## src/rtl/tmr_intc.sv

```systemverilog
// tmr_intc: interrupt responder for the dual-unit 8-bit timer.
// It latches rising edges on the timer requests and presents one vectored IRQ with an ack/EOI handshake.
module tmr_intc #(
  parameter int NUM_SRC   = 12,
  parameter int VEC_WIDTH = 4
) (
  input  logic                 clk,
  input  logic                 rst,
  input  logic [NUM_SRC-1:0]   src_req,
  input  logic [NUM_SRC-1:0]   src_en,
  output logic                 irq,
  output logic [VEC_WIDTH-1:0] irq_vec,
  input  logic                 irq_ack,
  input  logic                 irq_eoi,
  output logic [NUM_SRC-1:0]   src_clr,
  output logic [NUM_SRC-1:0]   pending,
  output logic                 busy
);

  typedef enum logic [1:0] {IDLE, ASSERT, SERVICE} state_e;

  state_e               state_q;
  logic [NUM_SRC-1:0]   req_q;
  logic [NUM_SRC-1:0]   pend_q;
  logic [NUM_SRC-1:0]   pend_d;
  logic [NUM_SRC-1:0]   clr_q;
  logic [NUM_SRC-1:0]   clr_d;
  logic [NUM_SRC-1:0]   rise;
  logic [NUM_SRC-1:0]   elig;
  logic                 irq_q;
  logic                 busy_q;
  logic [VEC_WIDTH-1:0] vec_q;
  logic [VEC_WIDTH-1:0] win_idx;

  // Only enabled sources create edges; edges on masked sources are dropped rather than held.
  assign rise = src_req & ~req_q & src_en;
  assign elig = pend_q & src_en;

  always_comb begin
    clr_d = '0;
    if (state_q == ASSERT && irq_ack) begin
      clr_d = NUM_SRC'(1) << vec_q;
    end
  end

  // Any new edge wins over a same-cycle clear, so a re-trigger during ack is not lost.
  assign pend_d = (pend_q & ~clr_d) | rise;

  // Scanning from the top down leaves the lowest eligible index as the winner.
  always_comb begin
    win_idx = '0;
    for (int i = NUM_SRC - 1; i >= 0; i--) begin
      if (elig[i]) begin
        win_idx = VEC_WIDTH'(i);
      end
    end
  end

  always_ff @(posedge clk or posedge rst) begin
    if (rst) begin
      req_q  <= '0;
      pend_q <= '0;
      clr_q  <= '0;
    end else begin
      req_q  <= src_req;
      pend_q <= pend_d;
      clr_q  <= clr_d;
    end
  end

  always_ff @(posedge clk or posedge rst) begin
    if (rst) begin
      state_q <= IDLE;
      irq_q   <= 1'b0;
      busy_q  <= 1'b0;
      vec_q   <= '0;
    end else begin
      case (state_q)
        IDLE: begin
          if (elig != '0) begin
            vec_q   <= win_idx;
            irq_q   <= 1'b1;
            busy_q  <= 1'b1;
            state_q <= ASSERT;
          end
        end
        ASSERT: begin
          if (irq_ack) begin
            irq_q   <= 1'b0;
            state_q <= SERVICE;
          end
        end
        SERVICE: begin
          if (irq_eoi) begin
            busy_q  <= 1'b0;
            state_q <= IDLE;
          end
        end
        default: begin
          irq_q   <= 1'b0;
          busy_q  <= 1'b0;
          state_q <= IDLE;
        end
      endcase
    end
  end

  assign irq     = irq_q;
  assign irq_vec = vec_q;
  assign src_clr = clr_q;
  assign pending = pend_q;
  assign busy    = busy_q;

endmodule

```

## config.mk

```make
export PLATFORM = sky130hd
export DESIGN_NAME = tmr_intc
export DESIGN_NICKNAME = d
export VERILOG_FILES = /design/src/rtl/tmr_intc.sv
export SDC_FILE = /design/constraint.sdc
export NUM_CORES = 1
export LEC_CHECK = 0
export BUFFER_PORTS_ARGS = -buffer_cell sky130_fd_sc_hd__buf_2
export CAP_MARGIN = 40
export CORE_ASPECT_RATIO = 1.75
export CORE_UTILIZATION = 48
export DETAILED_ROUTE_END_ITERATION = 8
export PLACE_DENSITY_LB_ADDON = 0.05
export SYNTH_ARGS = -nofsm -noshare
export SYNTH_HDL_FRONTEND = slang
export SYNTH_SLANG_ARGS = --single-unit
```

## constraint.sdc

```tcl
create_clock -name clk -period 1.8 [get_ports clk]
set_input_delay 0.09 -clock clk [delete_from_list [all_inputs] [get_ports clk]]
set_output_delay 0.09 -clock clk [all_outputs]
set_load 0.005 [all_outputs]
```

# Word-level counts from Yosys, hierarchy flattened
# Cells that the tools add are included.
dict set report word_totals {
  regBits 44
  inputBits 28
  wordCells 51
}
dict set report classes {
  eq_ne 5
  shifts 1
  n_mux 22
  n_bitwise 9
  n_reduce_logical 7
}
# operator n
set ops {}
lappend ops {{12-bit bitwise AND} 4}
lappend ops {{4-bit two-way mux} 12}
lappend ops {{12-bit inverter} 2}
lappend ops {{12-bit two-way mux} 1}
lappend ops {{12-bit bitwise OR} 1}
lappend ops {{12-bit nonzero test} 1}
lappend ops {{1-bit by 4-bit left shift with 12-bit output (first input constant)} 1}
lappend ops {{3-bit AND reduction} 3}
lappend ops {{2-bit two-way mux} 3}
lappend ops {{2-bit != test (second input constant)} 3}
lappend ops {{1-bit one-hot mux with 3 select lines} 2}
lappend ops {{2-bit one-hot mux with 3 select lines} 1}
lappend ops {{1-bit two-way mux} 3}
lappend ops {{2-bit by 1-bit == test with 1-bit output (second input constant)} 1}
lappend ops {{2-bit == test (second input constant)} 1}
lappend ops {{2-bit zero test} 1}
lappend ops {{1-bit inverter} 2}
lappend ops {{2-bit AND reduction} 1}
lappend ops {{1-bit logical AND} 1}

# Logic depth before layout (Yosys ltp)
dict set report logic_depth {
  depth_word 13
  depth_mapped 5
}

# Least setup slack after synthesis
# No wires, ideal clock.
dict set report synth_path {
  kind {register to register}
  startpoint {register pend_q[3], in the netlist pending[3]}
  endpoint {register state_q[0]}
  arrival_ns 1.195
  required_ns 1.674
  slack_ns 0.479
  path_stages_with_launch 4
  path_cell_list {dfrtp_1 a22o_1 nand4bb_4 o311a_1}
}
dict set report synth_between {
  elab_chain_len 4
}
# item line
set synth_rtl {}
lappend synth_rtl {{from (decl)} 24} ;# logic [NUM_SRC-1:0] pend_q;
lappend synth_rtl {{from (signal assigned)} 66} ;# pend_q <= pend_d;
lappend synth_rtl {{12-bit bitwise AND} 37} ;# assign elig = pend_q & src_en;
lappend synth_rtl {{12-bit nonzero test} 80} ;# if (elig != '0) begin
lappend synth_rtl {{2-bit != test (no source line)} -}
lappend synth_rtl {{3-bit AND reduction (no source line)} -}
lappend synth_rtl {{to (signal assigned)} 84} ;# state_q <= ASSERT;
lappend synth_rtl {{to (signal assigned)} 90} ;# state_q <= SERVICE;
lappend synth_rtl {{to (signal assigned)} 96} ;# state_q <= IDLE;
lappend synth_rtl {{to (decl)} 22} ;# state_e state_q;
# Every way passes these cells.
# A chain may end at the register's enable or synchronous reset.

# Worst setup path after layout
dict set report layout_path {
  startpoint {register pend_q[4], in the netlist pending[4]}
  endpoint {register vec_q[1], in the netlist irq_vec[1]}
}
dict set report layout_between {
  elab_chain_len 6
  elab_cells_between_ends 8
  classes_between {mux (5); bitwise (1); reduce/logical (2)}
}
# item line
set layout_rtl {}
lappend layout_rtl {{12-bit bitwise AND *} 37}
lappend layout_rtl {{4-bit two-way mux (5 in a row)} 53} ;# if (elig[i]) begin
lappend layout_rtl {{to (signal assigned)} 81} ;# vec_q <= win_idx;
lappend layout_rtl {{to (decl)} 32} ;# logic [VEC_WIDTH-1:0] vec_q;
# Mark *: on every way between the ends. The rest lies on a longest branch, timed or not.

==> flow_summary_export.csv <==
group,metric,value,unit
outcome,status,"finished clean",
yosys,synthFlopType,"dfrtp_1",
route,drc_errors,0,
global_route,first_global_vias,1383,
floorplan,core-area,3360,um^2
critical_path,required,1.99,ns
finish,syn_to_final_growth,34.1,%
clock_network,clk_pin_slew,0.08,ns
critical_path,arrival,1.72,ns
timing,final.setup.tns,0,ns
yosys,syn_area,1680,um^2
power_and_ir_drop,p_leak,0.00108,uW
critical_path,startpoint_type,"register",
global_route,grt_pass1_wl,6240,um
finish,final_nets,251,
finish,final_cells,269,
critical_path,crit_path_max_fanout,7,
worst_hold_path,holdCritPathClass,"input port to register",
clock_network,clk_latency,0.29,ns
clock_network,cts_tree,"yes",
power_and_ir_drop,max-vdd-ir-drop,0.000815,V
timing,setup_viol,0,
critical_path,slowest_stage,"a22oi_1",
clock_network,clk_path_buf_depth,2,
route,first_iter_violations,29,
clock_network,cts-resized-gates,0,
yosys,async_reset_ff_frac,1.00,
timing,worst_pin_slew,0.534,ns
route,num_vias,1389,
route,drt-total-wl,3920,um
clock_network,postCtsSetupBuffers,0,
timing,relSlewSlack,0.644,
placement,hpwl,2910,um
floorplan,rows,28,
timing,min_period_over_period,0.849,
placement,gp_congestion,0.807,
critical_path,crit_chain,"a22oi_1, nand4bb_4, o21ai_4, nand2_1, o31ai_1",
route,routedWlPerCell,14.6,um
route,ant_nets,0,
yosys,seq_area_frac_synth,0.657,
clock_network,cts_sinks,44,
critical_path,crit_type,"register to register",
yosys,yosysWarningCount,0,
timing,grt_setup_unrepaired,"no",
critical_path,endpoint_kind,"register",
route,vias_per_cell,5.16,
timing,whs,0.0542,ns
clock_network,cts_buffers,5,
yosys,netlist_instances,145,
job,max-cap-violations,0,
finish,diodes,0,
placement,io_buffers,57,
floorplan,die_w,46.7,um
critical_path,slowest_delay,0.43,ns
global_route,grt_util_all_layers,0.241,
yosys,synth_enable_flop_cells,0,
yosys,synth.distinct_cells,24,
yosys,ys_ff_latch,44,
floorplan,start_util,0.499,
floorplan,dieArea,3740,um^2
route,dr.pass1.iters,4,
clock_network,ctsHoldBuffers,13,
power_and_ir_drop,p_total,2740,uW
yosys,syn_nets,173,
timing,skew,0.00622,ns
clock_network,cts_root_buf,"clkbuf_8",
global_route,antenna_found_initial,0,
timing,slew_violations,0,
timing,hold_viol_final,0,
power_and_ir_drop,cellPowerDensity,1220,nW/um^2
timing,period_needed,1.53,ns
clock_network,h-tree-depth,2,
global_route,grt_max_degree,45,
yosys,avgSynthCellArea,11.6,um^2
timing,max_clock_freq,655,MHz
placement,dp_cells,248,
floorplan,die_h,80.2,um
finish,drive_above_1_share,0.308,
floorplan,pin_count,58,
global_route,grt_overflow,0,
critical_path,rrSetupSlack,0.27,ns
cell type report:
class,instances,area [um^2]
clock buffers,6,82.6
inverters,8,30.0
clock inverters,2,10.0
flip-flops and latches,44,1100
multi-input cells,93,546
fillers,279,1110
repair buffers,71,423
well taps,45,56.3
worst paths after layout:
path | start | end | cells past startpoint
max | pending[4]$_DFF_PP0_ | irq_vec[1]$_DFFE_PP0P_ | 5
min | src_en[4] | pending[4]$_DFF_PP0_ | 3
max reg2reg | pending[4]$_DFF_PP0_ | irq_vec[1]$_DFFE_PP0P_ | 5
min reg2reg | req_q[5]$_DFF_PP0_ | pending[5]$_DFF_PP0_ | 1
max in group asynchronous | rst | pending[0]$_DFF_PP0_ | 4
min in group asynchronous | rst | req_q[6]$_DFF_PP0_ | 4
cells in the final DEF (no fill, tap or decap):
cell	count
or3_1	1
nand4_1	1
buf_2	57
a22o_1	4
a222oi_1	1
nor3_1	4
o22ai_1	1
nor2_1	10
clkinv_2	2
o21ai_0	15
nor3_2	1
o21ai_1	3
a221o_1	1
a211oi_1	1
a21oi_1	5
nand2_1	23
buf_4	1
nand4bb_4	1
clkbuf_8	6
nand2b_1	3
nand3b_1	10
inv_1	8
a22oi_1	3
o21ai_4	1
dlygate4sd3_1	13
a32oi_1	2
o31ai_1	1
dfrtp_1	44
o311a_1	1
synthesized netlist by cell type, types with 2 or more instances:
cell       n  area (um^2)
a32oi_1    2         17.5
o21ai_1    3         15.0
nand2_1   23         86.3
nand2b_1   3         18.8
o21ai_0   15         75.1
a21oi_1    5         25.0
dfrtp_1   44         1100
nor3_1     4         20.0
a22oi_1    3         22.5
nor2_1    10         37.5
inv_1      8         30.0
a22o_1     4         35.0
nand3b_1  10         75.1
metrics by stage:
step / worst slack (ns) / utilization / instance area, um^2
4_1_cts: 0.312 / 0.669 / 2250
2_1_floorplan: 0.479 / - / 1680
6_report: 0.272 / 0.669 / 2250
3_3_place_gp: 0.367 / 0.602 / 2030
3_5_place_dp: 0.332 / 0.602 / 2030
5_1_grt: 0.214 / 0.669 / 2250
worst max-delay path: cells and delay by family (launching register included):
kind	cells	cell delay, ns
simple gates	2	0.26
flops	1	0.42
compound gates	3	0.74
sequential cells by signal, summed over array words and instances (netlist names):
name and flops:
irq_vec 4, src_clr 12, irq 1, pending 12, req_q 12, busy 1
state_q 2
routing by layer:
metal	vias to the layer above	track usage	wire, um
met4	0	0.0971	76
met2	42	0.432	2200
met5	-	0	0
met1	675	0.250	1510
met3	7	0.0607	134
li1	665	-	-
cells by family (layout without fill, tap and decap cells):
| group | Yosys count | in the layout | share of synthesized area |
|---|---|---|---|
| compound gates | 39 | 39 | 0.154 |
| flops | 44 | 44 | 0.657 |
| simple gates | 54 | 54 | 0.172 |
| buf+inv | 8 | 87 | 0.0179 |
power breakdown:
part / switching (uW) / leakage, uW / internal [uW] / total (uW)
clock network: 313 / 0.0000510 / 306 / 619
registers: 214 / 0.000517 / 1180 / 1400
logic: 395 / 0.000517 / 333 / 727
Power figures use the tool's default switching activity.
